**src/rtl/can_err_pkg.sv**
```systemverilog
// Shared definitions for the CAN error-frame transmitter: FSM state codes,
// transmit-error-counter constants and default frame field lengths.
// No ports; imported by can_tec_counter and can_error_frame_tx.
package can_err_pkg;

    // FSM state codes
    localparam logic [2:0] ST_IDLE       = 3'd0;
    localparam logic [2:0] ST_FLAG       = 3'd1;
    localparam logic [2:0] ST_DELIM_WAIT = 3'd2;
    localparam logic [2:0] ST_DELIM      = 3'd3;
    localparam logic [2:0] ST_BUS_OFF    = 3'd4;

    // Transmit error counter
    localparam int              TEC_W       = 9;
    localparam logic [TEC_W-1:0] TEC_ERR_INC = 9'd8;
    localparam logic [TEC_W-1:0] TEC_PASSIVE = 9'd128;
    localparam logic [TEC_W-1:0] TEC_BUSOFF  = 9'd256;

    // Default error frame field lengths, in bits
    localparam int FLAG_LEN_DEF  = 6;
    localparam int DELIM_LEN_DEF = 8;

endpackage

```
**src/rtl/can_tec_counter.sv**
```systemverilog
// Purpose: saturating 9-bit transmit error counter, +8 on inc, -1 on dec (floor 0), clear wins.
// Latency: tec updates on the clock edge; err_passive is combinational from tec, busoff_req from next value.
// Backpressure: none; inc/dec/clr are single-cycle strobes.
// Ports: clk, reset (async, active-high), inc, dec, clr -> tec, err_passive, busoff_req.
module can_tec_counter
    import can_err_pkg::*;
(
    input  logic             clk,
    input  logic             reset,
    input  logic             inc,
    input  logic             dec,
    input  logic             clr,
    output logic [TEC_W-1:0] tec,
    output logic             err_passive,
    output logic             busoff_req
);

    logic [TEC_W:0]   inc_sum;
    logic [TEC_W-1:0] tec_nxt;

    always_comb begin
        inc_sum = {1'b0, tec} + {1'b0, TEC_ERR_INC};
        tec_nxt = tec;
        if (clr) begin
            tec_nxt = '0;
        end else if (inc) begin
            // carry out of the 9-bit sum means saturate at all-ones
            tec_nxt = inc_sum[TEC_W] ? '1 : inc_sum[TEC_W-1:0];
        end else if (dec && (tec != '0)) begin
            tec_nxt = tec - TEC_W'(1);
        end
    end

    always_ff @(posedge clk or posedge reset) begin
        if (reset) tec <= '0;
        else       tec <= tec_nxt;
    end

    assign err_passive = (tec >= TEC_PASSIVE);
    // Only an increment can cross into bus-off; flag it on the same edge.
    assign busoff_req  = inc && (tec_nxt >= TEC_BUSOFF);

endmodule

```
**src/rtl/can_error_frame_tx.sv**
```systemverilog
// Purpose: drives a CAN error frame (6-bit flag + 8-bit recessive delimiter) on tx_bit and tracks TEC/bus-off.
// Latency: request latched on any clk, frame starts on the next bit_tick; all bit-level moves on bit_tick only.
// Backpressure: none; requests arriving while not idle are dropped, busy shows a frame in progress.
// Ports: clk, reset (async, active-high), bit_tick, rx_bit, err_n, tx_ok -> tx_bit, busy, err_passive, bus_off, tec.
// Build option: define ERR_FRAME_STATS_EN to add err_frames[15:0], a saturating count of flag starts.
module can_error_frame_tx
    import can_err_pkg::*;
#(
    parameter int FLAG_LEN       = FLAG_LEN_DEF,
    parameter int DELIM_LEN      = DELIM_LEN_DEF,
    parameter int MAX_DOM_WAIT   = 14,
    parameter int BUSOFF_RECOVER = 1408
) (
    input  logic             clk,
    input  logic             reset,
    input  logic             bit_tick,
    input  logic             rx_bit,
    input  logic             err_n,
    input  logic             tx_ok,
    output logic             tx_bit,
    output logic             busy,
    output logic             err_passive,
    output logic             bus_off,
    output logic [TEC_W-1:0] tec
`ifdef ERR_FRAME_STATS_EN
    ,
    output logic [15:0]      err_frames
`endif
);

    localparam int CNT_MAX = (FLAG_LEN > DELIM_LEN) ? FLAG_LEN : DELIM_LEN;
    localparam int CNT_W   = $clog2(CNT_MAX);
    localparam int DCNT_W  = $clog2(MAX_DOM_WAIT);
    localparam int RCNT_W  = $clog2(BUSOFF_RECOVER);

    logic [2:0]        state, state_pre, state_nxt;
    logic [CNT_W-1:0]  cnt, cnt_nxt;
    logic [DCNT_W-1:0] dcnt, dcnt_nxt;
    logic [RCNT_W-1:0] rcnt, rcnt_pre, rcnt_nxt;
    logic              pending, pend_nxt;
    logic              tec_inc, tec_dec, tec_clr, busoff_req;

    can_tec_counter u_tec (
        .clk         (clk),
        .reset       (reset),
        .inc         (tec_inc),
        .dec         (tec_dec),
        .clr         (tec_clr),
        .tec         (tec),
        .err_passive (err_passive),
        .busoff_req  (busoff_req)
    );

    always_comb begin
        state_pre = state;
        cnt_nxt   = cnt;
        dcnt_nxt  = dcnt;
        rcnt_pre  = rcnt;
        pend_nxt  = pending;
        tec_inc   = 1'b0;
        tec_dec   = 1'b0;
        tec_clr   = 1'b0;
        case (state)
            ST_IDLE: begin
                if (!err_n) pend_nxt = 1'b1;
                if (bit_tick && pending) begin
                    state_pre = ST_FLAG;
                    cnt_nxt   = '0;
                    tec_inc   = 1'b1;
                    pend_nxt  = 1'b0;
                end else if (tx_ok && err_n && !pending) begin
                    // a live or latched request suppresses the success decrement
                    tec_dec = 1'b1;
                end
            end
            ST_FLAG: begin
                if (bit_tick) begin
                    if (cnt == CNT_W'(FLAG_LEN - 1)) begin
                        state_pre = ST_DELIM_WAIT;
                        dcnt_nxt  = '0;
                    end else begin
                        cnt_nxt = cnt + CNT_W'(1);
                    end
                end
            end
            ST_DELIM_WAIT: begin
                if (bit_tick) begin
                    if (rx_bit) begin
                        // this recessive sample is already delimiter bit 1
                        state_pre = ST_DELIM;
                        cnt_nxt   = CNT_W'(1);
                    end else if (dcnt == DCNT_W'(MAX_DOM_WAIT - 1)) begin
                        tec_inc  = 1'b1;
                        dcnt_nxt = '0;
                    end else begin
                        dcnt_nxt = dcnt + DCNT_W'(1);
                    end
                end
            end
            ST_DELIM: begin
                if (bit_tick) begin
                    if (!rx_bit) begin
                        // form error: restart the flag
                        state_pre = ST_FLAG;
                        cnt_nxt   = '0;
                        tec_inc   = 1'b1;
                    end else if (cnt == CNT_W'(DELIM_LEN - 1)) begin
                        state_pre = ST_IDLE;
                    end else begin
                        cnt_nxt = cnt + CNT_W'(1);
                    end
                end
            end
            ST_BUS_OFF: begin
                if (bit_tick) begin
                    if (!rx_bit) begin
                        rcnt_pre = '0;
                    end else if (rcnt == RCNT_W'(BUSOFF_RECOVER - 1)) begin
                        rcnt_pre  = '0;
                        tec_clr   = 1'b1;
                        state_pre = ST_IDLE;
                    end else begin
                        rcnt_pre = rcnt + RCNT_W'(1);
                    end
                end
            end
            default: state_pre = ST_IDLE;
        endcase
    end

    // Crossing into bus-off overrides whatever the frame logic wanted.
    assign state_nxt = busoff_req ? ST_BUS_OFF : state_pre;
    assign rcnt_nxt  = busoff_req ? '0 : rcnt_pre;

    always_ff @(posedge clk or posedge reset) begin
        if (reset) begin
            state   <= ST_IDLE;
            cnt     <= '0;
            dcnt    <= '0;
            rcnt    <= '0;
            pending <= 1'b0;
        end else begin
            state   <= state_nxt;
            cnt     <= cnt_nxt;
            dcnt    <= dcnt_nxt;
            rcnt    <= rcnt_nxt;
            pending <= pend_nxt;
        end
    end

    // Decoded from state so reset forces recessive without waiting for a clock.
    assign tx_bit  = (state == ST_FLAG) ? err_passive : 1'b1;
    assign busy    = (state == ST_FLAG) || (state == ST_DELIM_WAIT) || (state == ST_DELIM);
    assign bus_off = (state == ST_BUS_OFF);

`ifdef ERR_FRAME_STATS_EN
    always_ff @(posedge clk or posedge reset) begin
        if (reset) begin
            err_frames <= '0;
        end else if ((state_nxt == ST_FLAG) && (state != ST_FLAG) && (err_frames != 16'hFFFF)) begin
            err_frames <= err_frames + 16'd1;
        end
    end
`endif

endmodule

```
**config.mk**
```make
export PLATFORM = sky130hd
export DESIGN_NAME = can_error_frame_tx
export DESIGN_NICKNAME = d
export VERILOG_FILES = /design/src/rtl/can_err_pkg.sv /design/src/rtl/can_tec_counter.sv /design/src/rtl/can_error_frame_tx.sv
export SDC_FILE = /design/constraint.sdc
export NUM_CORES = 1
export LEC_CHECK = 0
export ABC_AREA = 1
export BUFFER_PORTS_ARGS = -buffer_cell sky130_fd_sc_hd__buf_2
export CORE_ASPECT_RATIO = 0.7
export CORE_MARGIN = 2
export CORE_UTILIZATION = 42
export DETAILED_ROUTE_END_ITERATION = 10
export PLACE_DENSITY = 0.74
export SYNTH_ARGS = -nofsm -noshare
export SYNTH_HDL_FRONTEND = slang
export SYNTH_SLANG_ARGS = --single-unit
export TNS_END_PERCENT = 100
```
**constraint.sdc**
```tcl
create_clock -name clk -period 1.6 [get_ports clk]
set_input_delay 0.16 -clock clk [delete_from_list [all_inputs] [get_ports clk]]
set_output_delay 0.16 -clock clk [all_outputs]
set_load 0.05 [all_outputs]
```
; ---- Yosys cells after proc, flatten, opt, wreduce, memory -nomap -nowiden
; Cells that the tools add are included.
[classes]
n_lt_le_gt_ge = 2
addsub = 5
reduce_logical = 19
muxes = 54
n_eq_ne = 28
[ops]
columns = op, count
row1 = $mux 3, 20
row2 = $mux 11, 5
row3 = $mux 9, 4
row4 = $ne 3x3->1 const B, 7
row5 = $mux 4, 5
row6 = $mux 1, 16
row7 = $ne 2x2->1 const B, 8
row8 = $pmux 3 s5, 1
row9 = $pmux 3 s4, 1
row10 = $add 11x1->11 const B, 1
row11 = $eq 11x11->1 const B, 1
row12 = $add 9x4->10 const B, 1
row13 = $reduce_and 10->1, 1
row14 = $eq 3x3->1 const B, 3
row15 = $ge 9x8->1 const B, 1
row16 = $ge 9x9->1 const B, 1
row17 = $reduce_bool 9->1, 1
row18 = $sub 9x1->9 const B, 1
row19 = $pmux 4 s2, 1
row20 = $reduce_and 8->1, 1
row21 = $eq 3x2->1 const B, 2
row22 = $ne 3x2->1 const B, 2
row23 = $reduce_bool 2->1, 3
row24 = $logic_and 1x1->1, 5
row25 = other kinds (14), 16
[word_totals]
register_bits = 31
input_bits = 6

; ---- Logic depth before layout (Yosys ltp)
; Gate-level depths: netlist (run 1).
[depth]
depth_word = 13
ltp_mapped = 11
depth_no_buf = 11

; ---- Modules after synthesis
; A second synthesis (run 1) with hierarchy kept.
[unflattened]
hier_cells = 331
area_unflattened_um2 = 2327.2
[by_module_without_submodules]
columns = mod, area_per_inst_um2, seq_area_each_um2, n_inst, cells_per_inst
row1 = can_error_frame_tx, 1534.0, 550.5, 1, 206
row2 = can_tec_counter, 793.3, 225.2, 1, 125

; ---- Worst setup path after synthesis (run 1)
; OpenSTA, ideal clock, no wires.
[synth_timing]
kind = register to register
startpoint = register u_tec.tec[3]
endpoint = register state[0]
stages_incl_launch_ff = 10
path_buffers = 1
synth_period_minus_slack_ns = 1.877
t_arrival_ns = 1.758
path_slack_ns = -0.277
path_cell_list = dfrtp_1 -> ha_1 -> inv_1 -> nand4_1 -> nor2_1 -> nor2_2 -> nand3_4 -> buf_6 -> nand4_1 -> nand2_1
[synth_between]
elab_chain_len = 9
[synth_rtl]
columns = item, line_no
row1 = start: declaration, can_tec_counter.sv:13  ; output logic [TEC_W-1:0] tec,
row2 = start signal: assignment, can_tec_counter.sv:36  ; else tec <= tec_nxt;
row3 = "parallel branches: the longest is 3 deep, another holds $add 9x4->10", -
row4 = $mux 9 (*), can_tec_counter.sv:26  ; end else if (inc) begin
row5 = $mux 9 (*), can_tec_counter.sv:24  ; if (clr) begin
row6 = $ge 9x9->1 (*), can_tec_counter.sv:41  ; assign busoff_req = inc && (tec_nxt >= TEC_BUSOFF);
row7 = $logic_and 1x1->1 (*), can_tec_counter.sv:41
row8 = "$ne 4x4->1 (no source line), or another cell as far along", -
row9 = $reduce_and 10->1 (no source line), -
row10 = end signal: assignment, can_error_frame_tx.sv:143  ; state <= state_nxt;
row11 = end: declaration, can_error_frame_tx.sv:36  ; logic [2:0] state, state_pre, state_nxt;
; Mark *: on every way between the ends.
; A chain may end at the register's enable or synchronous reset.

; ---- Final worst setup path (run 1)
[layout_timing]
startpoint = register u_tec.tec[4]
endpoint = register rcnt[7]
[layout_between]
elab_chain_len = 9
[layout_rtl]
columns = item, line_no
row1 = "parallel branches: the longest is 3 deep, another holds $add 9x4->10", -
row2 = $mux 9 (*), can_tec_counter.sv:26
row3 = $mux 9 (*), can_tec_counter.sv:24
row4 = $ge 9x9->1 (*), can_tec_counter.sv:41
row5 = $logic_and 1x1->1 (*), can_tec_counter.sv:41
row6 = $reduce_bool 2->1 (no source line), -
row7 = $reduce_and 2->1 (no source line), -
row8 = end signal: assignment, can_error_frame_tx.sv:146  ; rcnt <= rcnt_nxt;
row9 = end: declaration, can_error_frame_tx.sv:39  ; logic [RCNT_W-1:0] rcnt, rcnt_pre, rcnt_nxt;
; Marked as above.

==> metrics.sh, run 1 <==
DIEAREA_UM2=6369
STARTPOINT_TYPES='flop'
WIRE_PER_INST_UM=12.96
DPL.HPWL_UM=4489
CELLPOWERDENSITY_nW_PER_UM2=1659
TRITONCTS='built'
GRT_USAGE=0.2086
CLOCK_SINKS=31
DETAILEDROUTE.FIRSTITERATIONVIOLATIONS=148
FINAL_MIN_PERIOD_OVER_CLOCK_PERIOD=1.001
RSZ0062_AT_GRT='true'
ANT_NETS=0
CLOCK_PIN_SLEW_WORST_SETUP_AND_HOLD_PATHS_PS=80
SYNTH_FF_TYPE='dfrtp_1'
SETUP_VIOL=1
CTS-HTREE-LEVELS=2
YOSYS.AREA.TOP_TYPE_SHARE=0.3219
NUMBER_OF_ANTENNA_VIOLATIONS_AT_THE_FIRST_CHECK_IN_GLOBAL_ROUTING=0
FINALCRITICALPERIOD_PS=1601
SYNTH-ASYNC-RESET-RATIO=1.000
MAX_FCLK_MHz=624.6
DRCVIOLATIONCOUNT=0
NETS=428
WORST_PATH_MAX_DELAY_CELL='dfrtp_2'
GRT_START_MAX_NET_PINS=32
CLOCK_INSERTION_DELAY_WORST_SKEW_PS=290
STATUS='finished with violations'
MIN_PATH_TYPE='in2reg'
DIEWIDTH_UM=94.54
FLOORPLAN.CORE_AREA_UM2=5640
FLOORPLAN.DIE.HEIGHT_UM=67.38
POSTSYNTHCELLCOUNT=358
DRTPASS1ITERATIONS=5
FLOORPLAN.INITIALDENSITY=0.4272
WORST_EP_ARRIVAL_TIME_PS=1820
FP-ROW-COUNT=23
NUMBER_OF_BUFFERS_CREATED_BY_CTS=5
NUMPORTBUFFERS=18
CRIT_PATH_LARGEST_CELL_DELAY_PS=470
DETAIL_ROUTE.WIRELENGTH_UM=6336
CRITPATHMOSTFREQUENTCELL='inv_2'
RELSLEWSLACK=0.7083
VDD_IR_DROP_MAX_V=0.0005559
SYNTHESIS.AREA_PER_INSTANCE_UM2=6.731
TIMING.CRITICAL_PATH.MAX_DELAY_FAMILY='flip-flops'
REQUIRED_PS=1820
WORST-PATH-BUF-INV=2
P_LEAK_nW=1.562
SYNTH_SEQ_AREA_SHARE=0.3219
FIRST_GLOBAL_VIAS=2235
CRIT_PATH_END_KIND='flop'
AREA_GROWTH_SYN_TO_LAYOUT_PCT=29.02
CRIT_PATH_MAX_FANOUT=7
FINAL.SETUP_SKEW_PS=13.07
SLEW_VIOLATIONS=0
SYNTHESIS.YOSYS.WARNINGS=0
WORST_SLEW_PIN_SLEW_PS=437.5
HOLD_VIOLATIONS=0
SYNTH.CELLS.MOST_FREQUENT='101 x nand2_1, 48 x nor2_1, 41 x inv_1, 41 x nand3_1, 31 x dfrtp_1'
FILLCELLCOUNT=537
REGTOREGSETUPSLACK_PS=-1
CLOCK_TREE.ROOT_CELL='clkbuf_8'
LAYOUT_SETUP_WS_PS=-1.139
LARGEST_CELLS_BY_AREA_AFTER_SYNTHESIS='dfrtp_1 32%, nand2_1 16%, nand3_1 8.5%'
TIMING.MAX_CAP.VIOLATIONS=0
ANTENNADIODECOUNT=0
CLOCK_PATH_BUFFERS=2
POST_SYN_AREA_UM2=2410
YOSYSTOPAREACELL='dfrtp_1'
POST-ROUTE-UTIL=0.5512
DRIVE_ABOVE_1_SHARE=0.3116
SYNTH_ENABLE_FLOP_CELLS=0
FIN_TOTAL_PWR_mW=5.159
VIA_COUNT=2529
GLOBALROUTEOVERFLOWTOTAL=0
GRT_FIRST_PASS_WIRELENGTH_UM=10400
CRITICALPATHCATEGORY='reg2reg'
POST-SYNTH-TOP-COUNT-CELL='nand2_1'
FAILED_CHECKS='setup timing'
GLOBALPLACE.CONGESTION=0.8806
SYNTH_CELL_TYPES=33
CP_CELL_SEQUENCE='ha_4 > inv_2 > nand4_1 > nor2_2 > nor2_4 > a21oi_4 > inv_2 > o21ai_2'
SYNTH.NET_COUNT=373
VIASPERCELL=5.172
YS_SEQ_ELEMENTS=31
I_O_PIN_TOTAL=19
==> what timing repair did <==
action | in CTS | in global routing
endpoints found under the hold margin | 31 | 0
hold buffers | 1 | 0
endpoints found under the setup margin | 12 | 29
pin swaps | 5 | 8
setup buffers | 4 | 3
cloned | 1 | 1
resized for setup | 12 | 18
==> sequential cells by signal, summed over array words and instances, names as in the netlist <==
register,cells
rcnt,11
u_tec.tec,9
dcnt,4
pending,1
cnt,3
state,3
==> cell type report <==
type / count / area [um2] / area share
clock buffers: 6 / 82.58 / 0.02656
clock inverters: 2 / 35.03 / 0.01127
inverters: 46 / 172.7 / 0.05553
multi-input cells: 278 / 1590 / 0.5115
flip-flops and latches: 31 / 785.8 / 0.2527
well taps: 75 / 93.84 / 0.03018
repair buffers: 51 / 349.1 / 0.1123
==> stage by stage <==
step | cell area, um2 | cells | hold slack [ps] | setup slack, ps | setup TNS (ps)
6_report | 3109 | 489 | 198.9 | -1.139 | -1.139
5_1_grt | 3109 | 489 | 241.2 | -107.4 | -1628
4_1_cts | 3017 | 485 | 188.0 | -2.342 | -2.342
3_5_place_dp | 2803 | 471 | 277.2 | -29.70 | -116.0
3_3_place_gp | 2803 | 471 | 274.5 | -8.445 | -8.445
2_1_floorplan | 2476 | 358 | 263.0 | -78.93 | -466.7
==> cell families (layout without fill, tap and decap cells) <==
family	after synthesis	in the layout	synth area share
xor gates and xnor gates	8	8	0.02908
DFF	31	31	0.3219
adders and majority gates	9	9	0.04673
AOI/OAI and AO/OA	34	34	0.08931
buffers and inverters	51	105	0.08515
and+or+nand+nor	225	227	0.4278
==> where the power goes <==
part           internal (mW)  leakage [nW]  total, mW  switching [mW]
sequential              1.04         0.387       1.32           0.279
combinational           1.08          1.11       3.01            1.93
clock                  0.504        0.0612      0.830           0.326
==> placed cells by master, fill, tap and decap left out, drive strengths merged, types with 9 or more instances in the layout <==
master,count
nor2,55
nand2,108
nand3,45
ha,9
a21oi,9
buf,49
dfrtp,31
nand4,13
inv,46
o21ai,22
==> worst min-delay path, delay by kind of cell <==
family                 cells  cell delay [ps]
and+or+nand+nor            1              130
buffers and inverters      2              110
AOI/OAI and AO/OA          1               60
==> path summary, 6_finish.rpt <==
path                            cells past startpoint         start      endpoint
worst max-delay path                                8  u_tec.tec[4]       rcnt[7]
worst max register to register                      8  u_tec.tec[4]       rcnt[7]
worst min register to register                      2       rcnt[9]       rcnt[9]
min in group asynchronous                           4         reset      state[2]
max in group asynchronous                           4         reset  u_tec.tec[1]
worst min-delay path                                4         err_n       pending
==> routing by layer <==
layer / track usage / vias up / part of all wire
met5: 0 / - / 0
met1: 0.3078 / 1178 / 0.49
met4: 0.04167 / 0 / 0.0096
met3: 0.03906 / 8 / 0.056
met2: 0.3205 / 74 / 0.44
li1: - / 1269 / -
(Power assumes the default switching activity.)
==> run 2, diff against run 1 <==
MAX_ROUTING_LAYER = met4   (was default)
SYNTH_HIERARCHICAL = 1   (was default)
==> run 2 against run 1 <==
The flow still finishes with violations (setup timing). Maximum frequency decreased by 18%. Clock power decreased by 28%. Cell area is 8.6% higher. Total power increased by 9.5%. Hold slack gained 25 ps. Non-clock buffer count increased by 35. Sequential power shrank 6%. Largest power group unchanged. Die area fell by 3.3%. Synthesized area down 3.4%. Global-route usage up 2.1 points. Flip-flop and latch count stayed put. Highest routed layer unchanged. Critical path type unchanged. Count of clock-buffer cells in the layout up 2.
==> metrics.sh, run 2 <==
R2R_START='u_tec/tec[4]'
LARGEST_CELLS_BY_AREA_AFTER_SYNTHESIS='dfrtp_1 33%, nand2_1 15%, inv_1 7.1%'
DPL-INSTANCE-AREA_UM2=2960
YOSYSTOPAREACELL='dfrtp_1'
FINALCRITICALPERIOD_PS=1956
WHS_PATH_DEPTH=3
DETAILEDROUTE.FIRSTITERATIONVIOLATIONS=194
PLACEDCELLCOUNT=472
FINAL.SETUP_SKEW_PS=5.497
FIN_TOTAL_PWR_mW=5.648
FIRST_GLOBAL_VIAS=2292
DRTPASS1ITERATIONS=5
WORST-R2R-CELL-COUNT=13
RSZ0062_AT_GRT='true'
MAX_FCLK_MHz=511.3
FLOORPLAN.INITIALDENSITY=0.4403
CELLPOWERDENSITY_nW_PER_UM2=1673
NUMBER_OF_ANTENNA_VIOLATIONS_AT_THE_FIRST_CHECK_IN_GLOBAL_ROUTING=0
YS_SEQ_ELEMENTS=31
LARGEST_REGISTER_FFS=11
NETS=438
CRIT_PATH_MAX_FANOUT=5
WORST_SLEW_PIN_SLEW_PS=433.5
REQUIRED_PS=1820
GLOBALROUTEOVERFLOWTOTAL=0
BIGGEST_REGS='rcnt: 11 flops, u_tec/tec: 9 flops, dcnt: 4 flops'
POST_SYN_AREA_UM2=2327
DRCVIOLATIONCOUNT=0
CLOCK_SINKS=31
RELSLEWSLACK=0.7100
GRT_USAGE=0.2292
CRITICALPATHCATEGORY='reg2reg'
FLOORPLAN.CORE_AREA_UM2=5285
SYNTH.NET_COUNT=347
SYNTHESIS.AREA_PER_INSTANCE_UM2=7.031
SUM_OF_NEGATIVE_SETUP_SLACK_PS=-5705
I_O_PIN_TOTAL=19
ANTENNADIODECOUNT=0
VIASPERCELL=5.022
POST-SYNTH-TOP-COUNT-CELL='nand2_1'
LARGEST-REGISTER='rcnt'
POSTSYNTHCELLCOUNT=331
NON_FILLER_INSTANCE_COUNT_AFTER_LAYOUT=495
GLOBALPLACE.CONGESTION=0.9755
MOST_FREQUENT_CELLS_IN_THE_LAYOUT='84 x nand2_1, 58 x buf_4, 35 x inv_1, 24 x nor2_1, 22 x dfrtp_1'
AREA_GROWTH_SYN_TO_LAYOUT_PCT=45.05
LAYOUT_SETUP_WS_PS=-355.9
ANT_NETS=0
VIA_COUNT=2486
MIN_PATH_TYPE='in2reg'
FAILED_CHECKS='setup timing'
CLOCK_INSERTION_DELAY_WORST_SKEW_PS=290
STARTPOINT_OF_THE_TIGHTEST_HOLD_CHECK_PATH='rx_bit'
SETUP_VIOL=24
CLOCK_PATH_BUFFERS=2
HOLD_VIOLATIONS=0
SYNTH.CELLS.MOST_FREQUENT='91 x nand2_1, 44 x inv_1, 31 x dfrtp_1'
RR_ENDPOINT='rcnt[10]'
FINAL_COMMON_CELL='nand2_1'
TRITONCTS='built'
P_LEAK_nW=1.715
FLOORPLAN.DIE.HEIGHT_UM=66.28
REGTOREGSETUPSLACK_PS=-360
GRT_FIRST_PASS_WIRELENGTH_UM=10650
WORST_HOLD_SLACK_PS=224.2
FINAL_MIN_PERIOD_OVER_CLOCK_PERIOD=1.222
WORST_EP_ARRIVAL_TIME_PS=2170
STATUS='finished with violations'
YOSYS.AREA.TOP_TYPE_SHARE=0.3333
GRT_START_MAX_NET_PINS=23
SYNTH_CELL_TYPES=37
DIEWIDTH_UM=92.97
SYNTH-ASYNC-RESET-RATIO=1.000
WIRE_PER_INST_UM=13.17
DETAIL_ROUTE.WIRELENGTH_UM=6517
SYNTH_FF_TYPE='dfrtp_1'
DPL.HPWL_UM=4662
SYNTHESIS.YOSYS.WARNINGS=6
POSTLAYOUTCELLAREA_UM2=3376
SYNTH_SEQ_AREA_SHARE=0.3333
CLOCK_PIN_SLEW_WORST_SETUP_AND_HOLD_PATHS_PS=60
TIMING.HOLD.WORST_ENDPOINT='rcnt[2]'
DRIVE_ABOVE_1_SHARE=0.4303
SYNTH_ENABLE_FLOP_CELLS=0
TIMING.MAX_CAP.VIOLATIONS=0
VDD_IR_DROP_MAX_V=0.0008547
DIEAREA_UM2=6162
NUMBER_OF_BUFFERS_CREATED_BY_CTS=5
CRIT_PATH_END_KIND='flop'
STARTPOINT_TYPES='flop'
CTS-HTREE-LEVELS=2
FP-ROW-COUNT=22
SLEW_VIOLATIONS=0
CLOCK_TREE.ROOT_CELL='clkbuf_8'
NUMPORTBUFFERS=18
==> run 2: logic make-up after synthesis <==
family,share of synthesized area
AND/OR/NAND/NOR,0.4054
buffers and inverters,0.09570
AO/OA/AOI/OAI,0.09302
flip-flops,0.3333
adder cells (fa/ha/maj),0.05376
XOR/XNOR,0.01882
==> run 2: worst max-delay path by stage <==
stage | start | to | depth (start not counted)
floorplan | dcnt[1] | rcnt[4] | 17
global placement | dcnt[0] | rcnt[8] | 14
detailed placement | dcnt[1] | rcnt[3] | 16
CTS | dcnt[1] | rcnt[3] | 18
global route | dcnt[1] | rcnt[3] | 18
finish | u_tec/tec[4] | rcnt[10] | 13
==> run 2: cell type report <==
class | count | area (um2)
tap | 72 | 90.09
clock buffer | 8 | 80.08
timing repair buffer | 86 | 656.9
fill | 469 | 1909
sequential | 31 | 789.5
inverter | 51 | 203.9
multi-input combinational | 247 | 1555
==> run 2: routing by layer <==
layer  GRT usage  up-vias  wire, um
met5           -        -         0
met2      0.3370       73      2892
met3     0.03991       19       381
met1      0.3229     1161      3110
met4     0.07353        0       133
li1            -     1233         -
==> run 2: worst max-delay path, cell delays in order (launching register included) <==
cell	delay [ps]
dfrtp_4	440
ha_4	130
nand4_1	140
nor2_2	220
nor2_4	60
a31oi_2	140
nand2_1	100
inv_2	90
clkinv_4	90
nand2_8	110
nand4_1	140
nand2_1	90
nand2_1	50
nor2_1	80
==> run 2: timing repair <==
action / 4_1_cts / 5_1_grt
endpoints found under the hold margin: 31 / 0
pin swaps: 28 / 17
hold buffers: 1 / 0
setup endpoints to repair: 24 / 25
cloned: 2 / 0
buffers inserted: 7 / 7
gates resized for setup: 35 / 26
==> run 2: metrics by stage <==
stage | util | setup slack, ps
finish | 0.6387 | -355.9
global placement | 0.5601 | -349.5
CTS | 0.6106 | -286.0
detailed placement | 0.5601 | -396.2
global route | 0.6387 | -468.7
floorplan | - | -422.8
==> run 2: power by group <==
part,internal [mW],switching [mW]
logic,1.48,2.33
clock network,0.308,0.286
registers,1.03,0.206
total,2.82,2.82
